<file path="src/rtl/gpib_acceptor_handshake_pkg.sv">
// GPIB acceptor handshake shared definitions.
// Handshake state encodings, default sizing and line decode.
package gpib_acceptor_handshake_pkg;

  localparam int DEF_DATA_WIDTH     = 8;
  localparam int DEF_FIFO_DEPTH     = 4;
  localparam int DEF_TIMEOUT_CYCLES = 1024;

  typedef enum logic [2:0] {
    ST_IDLE         = 3'd0,
    ST_READY        = 3'd1,
    ST_NOT_READY    = 3'd2,
    ST_ACCEPT       = 3'd3,
    ST_WAIT_DAV_LOW = 3'd4
  } hs_state_t;

  // Returns {nrfd, ndac} driven while in state s.
  function automatic logic [1:0] hs_lines(hs_state_t s);
    logic [1:0] r;
    r = 2'b00;
    unique case (s)
      ST_IDLE:         r = 2'b00;
      ST_READY:        r = 2'b01;
      ST_NOT_READY:    r = 2'b11;
      ST_ACCEPT:       r = 2'b11;
      ST_WAIT_DAV_LOW: r = 2'b10;
      default:         r = 2'b00;
    endcase
    return r;
  endfunction

endpackage

</file>
<file path="src/rtl/gpib_rx_fifo.sv">
// Receive FIFO for accepted GPIB bytes with EOI tag.
// Flush has priority; push on full is legal only with a pop.
module gpib_rx_fifo #(
  parameter int WIDTH = 9,
  parameter int DEPTH = 4
) (
  input  logic                     clk,
  input  logic                     rst,
  input  logic                     flush,
  input  logic                     push,
  input  logic [WIDTH-1:0]         push_data,
  input  logic                     pop,
  output logic [WIDTH-1:0]         head,
  output logic [$clog2(DEPTH):0]   count,
  output logic                     full,
  output logic                     empty
);

  localparam int AW = $clog2(DEPTH);
  localparam logic [AW:0] FULL_CNT = (AW+1)'(DEPTH);

  logic [WIDTH-1:0] mem [DEPTH];
  logic [AW-1:0]    wr_ptr;
  logic [AW-1:0]    rd_ptr;
  logic             do_push;
  logic             do_pop;

  assign empty   = (count == '0);
  assign full    = (count == FULL_CNT);
  assign do_pop  = pop && !empty;
  assign do_push = push && (!full || do_pop);
  assign head    = empty ? '0 : mem[rd_ptr];

  always_ff @(posedge clk or posedge rst) begin
    if (rst) begin
      wr_ptr <= '0;
      rd_ptr <= '0;
      count  <= '0;
    end else if (flush) begin
      wr_ptr <= '0;
      rd_ptr <= '0;
      count  <= '0;
    end else begin
      if (do_push) wr_ptr <= wr_ptr + 1'b1;
      if (do_pop)  rd_ptr <= rd_ptr + 1'b1;
      unique case ({do_push, do_pop})
        2'b10:   count <= count + 1'b1;
        2'b01:   count <= count - 1'b1;
        default: count <= count;
      endcase
    end
  end

  always_ff @(posedge clk) begin
    if (do_push && !flush) mem[wr_ptr] <= push_data;
  end

endmodule

</file>
<file path="src/rtl/gpib_acceptor_handshake.sv">
// GPIB acceptor handshake: NRFD/NDAC sequencing into a receive FIFO.
// ATN bytes are dropped and flagged; IFC forces idle and flushes.
module gpib_acceptor_handshake
  import gpib_acceptor_handshake_pkg::*;
#(
  parameter int DATA_WIDTH     = DEF_DATA_WIDTH,
  parameter int FIFO_DEPTH     = DEF_FIFO_DEPTH,
  parameter int TIMEOUT_CYCLES = DEF_TIMEOUT_CYCLES
) (
  input  logic                  clk,
  input  logic                  rst,
  input  logic                  listener_en,
  input  logic [DATA_WIDTH-1:0] gpib_data,
  input  logic                  dav,
  input  logic                  eoi,
  input  logic                  atn,
  input  logic                  ifc,
  output logic                  nrfd_out,
  output logic                  ndac_out,
  output logic [DATA_WIDTH-1:0] rx_data,
  output logic                  rx_eoi,
  output logic                  rx_valid,
  input  logic                  rx_ready,
  output logic                  cmd_seen,
  output logic                  timeout_err,
  input  logic                  clr_err
);

  localparam int CW = $clog2(FIFO_DEPTH) + 1;
  localparam int TW = $clog2(TIMEOUT_CYCLES + 1);
  localparam logic [CW-1:0] FULL_CNT = CW'(FIFO_DEPTH);
  localparam logic [TW-1:0] TMO_LAST = TW'(TIMEOUT_CYCLES - 1);

  logic [1:0] dav_q;
  logic [1:0] atn_q;
  logic [1:0] ifc_q;
  logic       dav_s;
  logic       atn_s;
  logic       ifc_s;

  hs_state_t state;
  hs_state_t state_nxt;
  logic            tmo_hit;
  logic [TW-1:0]   tmo_cnt;
  logic [DATA_WIDTH-1:0] cap_data;
  logic            cap_eoi;
  logic            take;

  logic                  fifo_push;
  logic                  fifo_pop;
  logic [DATA_WIDTH:0]   fifo_head;
  logic [CW-1:0]         fifo_count;
  logic                  fifo_full;
  logic                  fifo_empty;

  assign dav_s = dav_q[1];
  assign atn_s = atn_q[1];
  assign ifc_s = ifc_q[1];

  always_ff @(posedge clk or posedge rst) begin
    if (rst) begin
      dav_q <= '0;
      atn_q <= '0;
      ifc_q <= '0;
    end else begin
      dav_q <= {dav_q[0], dav};
      atn_q <= {atn_q[0], atn};
      ifc_q <= {ifc_q[0], ifc};
    end
  end

  always_comb begin
    state_nxt = state;
    tmo_hit   = 1'b0;
    unique case (state)
      ST_IDLE:
        if (listener_en)
          state_nxt = fifo_full ? ST_NOT_READY : ST_READY;
      ST_READY:
        if (!listener_en)
          state_nxt = ST_IDLE;
        else if (dav_s && fifo_count != FULL_CNT)
          state_nxt = ST_ACCEPT;
      ST_NOT_READY:
        if (!listener_en)
          state_nxt = ST_IDLE;
        else if (!fifo_full)
          state_nxt = ST_READY;
      ST_ACCEPT:
        state_nxt = ST_WAIT_DAV_LOW;
      ST_WAIT_DAV_LOW:
        if (!dav_s) begin
          state_nxt = fifo_full ? ST_NOT_READY : ST_READY;
        end else if (tmo_cnt == TMO_LAST) begin
          state_nxt = ST_IDLE;
          tmo_hit   = 1'b1;
        end
      default:
        state_nxt = ST_IDLE;
    endcase
    // IFC overrides every other event, including a timeout.
    if (ifc_s) begin
      state_nxt = ST_IDLE;
      tmo_hit   = 1'b0;
    end
  end

  assign take      = (state == ST_READY) && (state_nxt == ST_ACCEPT);
  assign fifo_push = (state == ST_ACCEPT) && !atn_s && !ifc_s;
  assign fifo_pop  = rx_valid && rx_ready;

  always_ff @(posedge clk or posedge rst) begin
    if (rst) begin
      state       <= ST_IDLE;
      nrfd_out    <= 1'b0;
      ndac_out    <= 1'b0;
      cmd_seen    <= 1'b0;
      timeout_err <= 1'b0;
      tmo_cnt     <= '0;
      cap_data    <= '0;
      cap_eoi     <= 1'b0;
    end else begin
      state                <= state_nxt;
      {nrfd_out, ndac_out} <= hs_lines(state_nxt);
      cmd_seen <= (state == ST_ACCEPT) && atn_s && !ifc_s;
      if (state == ST_WAIT_DAV_LOW)
        tmo_cnt <= tmo_cnt + 1'b1;
      else
        tmo_cnt <= '0;
      if (tmo_hit)
        timeout_err <= 1'b1;
      else if (clr_err)
        timeout_err <= 1'b0;
      if (take) begin
        cap_data <= gpib_data;
        cap_eoi  <= eoi;
      end
    end
  end

  gpib_rx_fifo #(
    .WIDTH (DATA_WIDTH + 1),
    .DEPTH (FIFO_DEPTH)
  ) u_fifo (
    .clk       (clk),
    .rst       (rst),
    .flush     (ifc_s),
    .push      (fifo_push),
    .push_data ({cap_eoi, cap_data}),
    .pop       (fifo_pop),
    .head      (fifo_head),
    .count     (fifo_count),
    .full      (fifo_full),
    .empty     (fifo_empty)
  );

  assign rx_valid = !fifo_empty;
  assign rx_data  = fifo_head[DATA_WIDTH-1:0];
  assign rx_eoi   = fifo_head[DATA_WIDTH];

endmodule

</file>
<file path="config.mk">
export PLATFORM = sky130hd
export DESIGN_NAME = gpib_acceptor_handshake
export DESIGN_NICKNAME = d
export VERILOG_FILES = /design/src/rtl/gpib_acceptor_handshake_pkg.sv /design/src/rtl/gpib_rx_fifo.sv /design/src/rtl/gpib_acceptor_handshake.sv
export SDC_FILE = /design/constraint.sdc
export NUM_CORES = 1
export LEC_CHECK = 0
export ABC_CLOCK_PERIOD_IN_PS = 6600
export CAP_MARGIN = 5
export CORE_UTILIZATION = 50
export DETAILED_ROUTE_END_ITERATION = 8
export PLACE_DENSITY = 0.71
export SLEW_MARGIN = 20
export SYNTH_ARGS = -nofsm -noshare
export SYNTH_HDL_FRONTEND = slang
export SYNTH_HIERARCHICAL = 1
export SYNTH_SLANG_ARGS = --single-unit
</file>
<file path="constraint.sdc">
create_clock -name clk -period 6.6 [get_ports clk]
set_input_delay 1.98 -clock clk [delete_from_list [all_inputs] [get_ports clk]]
set_output_delay 1.98 -clock clk [all_outputs]
set_load 0.03 [all_outputs]
</file>
==> results of run 1 <==
## power by group through the flow
| stage | registers (mW) | logic [mW] | clock network (mW) |
|---|---|---|---|
| finish | 0.556 | 0.0380 | 0.367 |
| global route | 0.561 | 0.0433 | 0.393 |
| CTS | 0.557 | 0.0389 | 0.377 |
| detailed placement | 0.567 | 0.0389 | 0 |
| global placement | 0.566 | 0.0376 | 0 |
| floorplan | 0.556 | 0.0252 | 0 |
## worst max-delay path, delay by kind of cell, from the launching register on
family	cells	cell delay, ps
buf+inv	1	580
flops	1	760
simple gates	1	170
mux	1	590
## cells in the final DEF (no fill, tap or decap), drive strengths merged, types with 7 or more instances in the layout
cell and instances:
dfrtp 40, edfxtp 36, clkdlybuf4s50 30, nor2 18, inv 12, clkbuf 11, mux2 10, mux4 9
nand2 8, xor2 8, buf 7
## cell families (layout without fill, tap and decap cells)
group / after synthesis / count (layout) / share of synthesized area [%]
simple gates: 76 / 76 / 13.9
buf+inv: 24 / 65 / 4.17
mux: 21 / 21 / 10.0
xor+xnor: 12 / 12 / 3.10
flops: 76 / 76 / 61.4
compound gates: 25 / 25 / 5.05
fa+ha+maj: 6 / 6 / 2.43
## per-layer routing
metal / track usage (%) / vias up / share of wire, %
met5: 0 / - / 0
met4: 7.40 / 0 / 0.19
met3: 3.24 / 2 / 3.3
met2: 30.6 / 43 / 52
met1: 22.4 / 967 / 45
li1: - / 943 / -
## Yosys cell counts (all sizes together), types with 6 or more instances
library cell,count
inv,12
nor2b,6
dfrtp,40
mux2,10
a21oi,6
nand2,8
buf,8
nor2,18
nor3,6
xor2,8
mux4,9
edfxtp,36
## area by class of cell
type | instances | area share [%]
Clock buffer | 11 | 3.32
Tap cell | 77 | 2.44
Clock inverter | 5 | 1.93
Timing Repair Buffer | 37 | 8.93
Sequential cell | 76 | 52.7
Inverter | 12 | 1.14
Multi-Input combinational cell | 140 | 29.6
## final timing paths
path,startpoint,endpoint,slack [ps],depth (start not counted)
setup / recovery,u_fifo/rd_ptr[0]$_DFFE_PP0P_,rx_data[2],2190,3
hold / removal,atn_q[0]$_DFF_PP0_,atn_q[1]$_DFF_PP0_,350,0
setup reg to reg,u_fifo/count[0]$_DFFE_PP0P_,u_fifo/mem[3][8]$_DFFE_PP_,3570,5
hold reg to reg,atn_q[0]$_DFF_PP0_,atn_q[1]$_DFF_PP0_,350,0
max in group asynchronous,rst,tmo_cnt[2]$_DFF_PP0_,4210,3
min in group asynchronous,rst,u_fifo/count[2]$_DFFE_PP0P_,1910,2
## per-stage QoR
step / hold slack (ps) / util (%) / total power [mW] / setup WS (ps)
final: 350 / 61.2 / 0.961 / 2190
after global routing: 356 / 61.2 / 0.998 / 1960
after CTS: 351 / 61.2 / 0.973 / 2140
after detailed placement: 335 / 58.0 / 0.606 / 1860
after global placement: 332 / 58.0 / 0.603 / 1950
after floorplan: 331 / - / 0.581 / 2800
## flip-flops by register name, indices dropped and copies added, names as in the netlist
signal,flops
cap_data,8
u_fifo/count,3
ndac_out,1
nrfd_out,1
ifc_q,2
state,3
dav_q,2
cmd_seen,1
u_fifo/wr_ptr,2
u_fifo/mem,36
timeout_err,1
cap_eoi,1
u_fifo/rd_ptr,2
atn_q,2
tmo_cnt,11
==> metrics.csv, run 1 <==
stage,metric,value,unit
final_layout,ant diodes,0,
die,Core ar.,0.00646,mm²
setup_path,Crit Path Class,flip-flop to output pin,
logic_synthesis,number of synthesized flops with an enable pin,36,
grt,largest net degree at the start of global routing,34,
placed_design,DP Wirelength,3850,µm
final_layout,share of layout cells above drive strength 1,16.7,%
setup_path,Worst path max stage delay,760,ps
setup_path,arrival time at the worst endpoint,2430,ps
detailed_routing,DRC Markers,6,
logic_synthesis,Yosys reg bits,76,
timing,final setup fails,0,
power_and_ir_drop,Comb pwr share,4.0,%
grt,vias in the first global route,1936,
setup_path,crit end category,output pin,
final_layout,Non-Filler Instances,358,
grt,first-pass GRT wire length,9440,µm
logic_synthesis,top_reg_cell synth,dfrtp_1,
clocking,clk root buf,clkbuf_8,
logic_synthesis,Synth Instances,240,
final_layout,area of the multi-input gates,0.00117,mm²
clocking,CTS clock-pin slew for the worst setup and hold paths,70,ps
placed_design,Placement Cell Area,0.00374,mm²
power_and_ir_drop,pwr/cell area,243,mW/mm²
logic_synthesis,Synth area leader,edfxtp_1,
min_path,worst min-delay path class,flip-flop to flip-flop,
status,failing checks,DRC,
final_layout,FF/Latch Area,0.00208,mm²
power_and_ir_drop,Leak Pwr,1.54,nW
logic_synthesis,sequential area share after synthesis,61.4,%
die,die height,84.4,µm
logic_synthesis,"Distinct cells, synth",54,
clocking,H-tree depth,3,
die,# IOs,31,
status,outcome,finished with violations,
detailed_routing,post-route ant nets,0,
final_layout,final net count,299,
placed_design,Buffers on Ports,30,
setup_path,critical path's slowest cell,dfrtp_1,
logic_synthesis,Synthesized Nets,263,
detailed_routing,routed vias/inst,5.46,
timing,final hold vios,0,
final_layout,P&R area growth vs syn,16.5,%
clocking,total CTS buffers,9,
clocking,CTS tree,yes,
logic_synthesis,share of the synthesized area in the top cell type,31.9,%
timing,RSZ-0062 raised after global routing,false,
power_and_ir_drop,total internal power,0.766,mW
power_and_ir_drop,NetSw,0.195,mW
logic_synthesis,Syn Area/Cell,14.1,µm²
timing,Final period util,66.8,%
clocking,postcts setup bufs,0,
timing,Clock Skew,7.58,ps
detailed_routing,via count,1955,
logic_synthesis,synth top area cells,"edfxtp_1 (32%), dfrtp_1 (30%), mux4_2 (6.0%)",
placed_design,placed cell count,342,
detailed_routing,drt initial violations,157,
logic_synthesis,asr flop ratio synth,52.6,%
clocking,Clock Sinks,76,
timing,post-layout min period,4410,ps
setup_path,WP data required,4620,ps
final_layout,Filler cells,515,
timing,TNS Setup,0,ps
clocking,CTS Hold Buffers Added,0,
grt,gr ovfl total,0,
timing,tightest slew margin relative to the limit,43.8,%
grt,initial antenna violation count,0,
die,cell row count,29,
power_and_ir_drop,clock share of power,38.2,%
logic_synthesis,Synth warnings,6,
timing,fmax,0.227,GHz
logic_synthesis,synthesized area,0.00339,mm²
setup_path,CP Launch Type,flip-flop,
timing,Slew @ Worst Pin,836,ps
detailed_routing,number of detailed-route iterations in the first pass,6,
final_layout,design area,0.00395,mm²
power_and_ir_drop,Switching Share,20.3,%
clocking,Bufs on Longest Clock Path,2,
timing,Max Slew Vio Count,0,
die,Die ar.,0.00712,mm²
setup_path,CP Max Fanout,11,
grt,Total GRT Usage,17.8,%
job,MaxCap Viol Count,0,
setup_path,crit-path cells,mux4_2 -> and2b_1 -> clkdlybuf4s50_1,
detailed_routing,Post-Route WL,5700,µm
power_and_ir_drop,Peak VDD IR,130,µV
clocking,cts repair resizes,0,
die,Initial Util,52.5,%
detailed_routing,routed len/inst,15.9,µm
placed_design,routability cong.,0.760,
clocking,Worst-Skew Late Latency,330,ps
power_and_ir_drop,Reg power frac,57.8,%
die,Chip Width,84.4,µm
Power figures use the tool's default switching activity.
==> run 2, diff against run 1 <==
--- a/config.mk
+++ b/config.mk
@@ -5,7 +5,7 @@
 export SDC_FILE = /design/constraint.sdc
 export NUM_CORES = 1
 export LEC_CHECK = 0
-export ABC_CLOCK_PERIOD_IN_PS = 6600
+export ABC_CLOCK_PERIOD_IN_PS = 4400
 export CAP_MARGIN = 5
 export CORE_UTILIZATION = 50
 export DETAILED_ROUTE_END_ITERATION = 8
==> constraint.sdc (replaced) <==
create_clock -name clk -period 4.4 [get_ports clk]
set_input_delay 1.32 -clock clk [delete_from_list [all_inputs] [get_ports clk]]
set_output_delay 1.32 -clock clk [all_outputs]
set_load 0.03 [all_outputs]
==> metrics.csv, run 2 (synthesis gave the netlist of run 1 again) <==
stage,metric,value,unit,change
timing,Max Slew Vio Count,0,,unchanged
setup_path,CP Max Fanout,11,,unchanged
clocking,H-tree depth,3,,unchanged
power_and_ir_drop,pwr/cell area,367,mW/mm²,+51%
final_layout,Non-Filler Instances,362,,+1.1%
grt,first-pass GRT wire length,9570,µm,+1.4%
die,die height,84.4,µm,unchanged
setup_path,Top delay family on crit path,flip-flops,,
detailed_routing,top layer in use,met4,,
final_layout,final net count,303,,+1.3%
grt,gr ovfl total,0,,unchanged
timing,final setup fails,0,,unchanged
clocking,Worst-Skew Late Latency,350,ps,+20 ps
min_path,Hold Crit Depth,0,,unchanged
detailed_routing,routed len/inst,15.7,µm,-1.6%
detailed_routing,Post-Route WL,5670,µm,-0.51%
setup_path,Worst path max stage delay,780,ps,+20 ps
grt,vias in the first global route,1969,,+1.7%
timing,TNS Setup,0,ps,unchanged
setup_path,R2R Setup Slk,1740,ps,-1830 ps
clocking,CTS clock-pin slew for the worst setup and hold paths,80,ps,about the same
timing,Slew @ Worst Pin,761,ps,-75.0 ps
die,Core ar.,0.00646,mm²,unchanged
final_layout,Biggest register,u_fifo/mem,,
final_layout,max FFs per register,36,,unchanged
setup_path,Crit Path Class,flip-flop to output pin,,
detailed_routing,drt initial violations,139,,-11%
die,Initial Util,52.5,%,unchanged
die,Die ar.,0.00712,mm²,unchanged
final_layout,ant diodes,0,,unchanged
detailed_routing,via count,1968,,+0.66%
die,# IOs,31,,unchanged
detailed_routing,metal2 WL,2940,µm,-0.84%
placed_design,Buffers on Ports,30,,unchanged
status,failing checks,DRC,,
detailed_routing,Metal-1 WL,2460,µm,-3.0%
placed_design,routability cong.,0.728,,-4.1%
min_path,hold path start,dav_q[0]$_DFF_PP0_,,
grt,initial antenna violation count,0,,unchanged
setup_path,arrival time at the worst endpoint,2470,ps,+40 ps
timing,fmax,0.264,GHz,
setup_path,WP data required,3080,ps,-1540 ps
setup_path,depth of the most critical reg-to-reg path,8,,+3
clocking,Bufs on Longest Clock Path,2,,unchanged
setup_path,Critical Path Stages,3,,unchanged
timing,Clock Skew,8.56,ps,+0.983 ps
clocking,clk root buf,clkbuf_8,,
timing,Final period util,86.1,%,
detailed_routing,number of detailed-route iterations in the first pass,6,,unchanged
job,MaxCap Viol Count,0,,unchanged
timing,final hold vios,0,,unchanged
grt,Total GRT Usage,18.0,%,+0.21 points
timing,RSZ-0062 raised after global routing,false,,
die,Chip Width,84.4,µm,unchanged
clocking,postcts setup bufs,0,,unchanged
setup_path,CP Launch Type,flip-flop,,
clocking,CTS tree,yes,,
final_layout,biggest regs,"u_fifo/mem (36), tmo_cnt (11), cap_data (8)",,
clocking,total CTS buffers,9,,unchanged
timing,tightest slew margin relative to the limit,49.1,%,+5.3 points
final_layout,share of layout cells above drive strength 1,18.9,%,+2.2 points
setup_path,crit-path cells,mux4_2 -> and2b_1 -> clkdlybuf4s50_1,,
setup_path,CP startpoint,u_fifo/rd_ptr[0]$_DFFE_PP0P_,,
power_and_ir_drop,Final Power,1.46,mW,+52%
setup_path,crit end category,output pin,,
status,outcome,finished with violations,,
grt,largest net degree at the start of global routing,34,,unchanged
final_layout,P&R area growth vs syn,17.7,%,
power_and_ir_drop,Leak Pwr,1.56,nW,+1.4%
timing,Hold WS,357,ps,+6.31 ps
final_layout,"commonest non-fill, non-tap cell in the layout",dfrtp_1,,
clocking,cts repair resizes,0,,unchanged
setup_path,critical path's slowest cell,dfrtp_1,,
min_path,worst min-delay path class,flip-flop to flip-flop,,
setup_path,WP buf/inv,1,,unchanged
detailed_routing,post-route ant nets,0,,unchanged
setup_path,worst reg2reg startpoint,u_fifo/count[1]$_DFFE_PP0P_,,
detailed_routing,met3 wire length,197,µm,+3.7%
final_layout,"commonest non-fill, non-tap cells in the layout","dfrtp_1 (40), edfxtp_1 (36), clkdlybuf4s50_1 (30)",,
placed_design,DP Wirelength,3910,µm,+1.6%
detailed_routing,DRC Markers,6,,unchanged
timing,post-layout min period,3790,ps,
clocking,Clock Sinks,76,,unchanged
die,cell row count,29,,unchanged
detailed_routing,routed vias/inst,5.44,,-0.45%
placed_design,placed cell count,346,,+1.2%
clocking,CTS Hold Buffers Added,0,,unchanged
power_and_ir_drop,Peak VDD IR,264,µV,+100%
-- run 2: changes by cell type in the layout (fill, tap and decap cells not counted) --
cell,change
clkinvlp_4,+2
clkinv_1,-2
buf_4,+4
clkbuf_1,-1
clkinv_2,+1
-- run 2: cell type report --
class                           instances  area [µm²]
Timing Repair Buffer                   41         383
Clock inverter                          6        88.8
Multi-Input combinational cell        140        1170
Sequential cell                        76        2080
Inverter                               12        45.0
Clock buffer                           10         128
Fill cell                             497        2470
Tap cell                               77        96.3
-- run 2: where the power goes --
part | switching, mW | internal, mW
clock network | 0.254 | 0.319
registers | 0.0364 | 0.797
logic | 0.0214 | 0.0351
-- run 2: metrics by stage --
step	worst slack, ps	util, %	cell area (µm²)
3_5_place_dp	789	58.4	3770
6_report	613	61.8	3990
5_1_grt	485	61.8	3990
2_1_floorplan	1260	-	3390
3_3_place_gp	796	58.4	3770
4_1_cts	568	61.8	3990
-- run 2: routing by layer --
| metal | vias to the layer above | global-route usage [%] |
|---|---|---|
| li1 | 948 | - |
| met1 | 978 | 22.2 |
| met2 | 33 | 30.6 |
| met3 | 9 | 5.60 |
| met4 | 0 | 6.01 |
| met5 | - | 0 |
-- run 2: path summary, 6_finish.rpt --
check	end
worst min-delay path	dav_q[1]$_DFF_PP0_
worst max-delay path	rx_data[2]
worst min register to register	dav_q[1]$_DFF_PP0_
max in group asynchronous	ifc_q[1]$_DFF_PP0_
worst max register to register	u_fifo/count[2]$_DFFE_PP0P_
min in group asynchronous	u_fifo/wr_ptr[0]$_DFFE_PP0P_
==> run 3, diff against run 2 <==
--- a/config.mk
+++ b/config.mk
@@ -6,7 +6,6 @@
 export NUM_CORES = 1
 export LEC_CHECK = 0
 export ABC_CLOCK_PERIOD_IN_PS = 4400
-export CAP_MARGIN = 5
 export CORE_UTILIZATION = 50
 export DETAILED_ROUTE_END_ITERATION = 8
 export PLACE_DENSITY = 0.71
==> results of run 3 <==
Same layout as run 2: the final DEF is identical, and so are final timing and power.
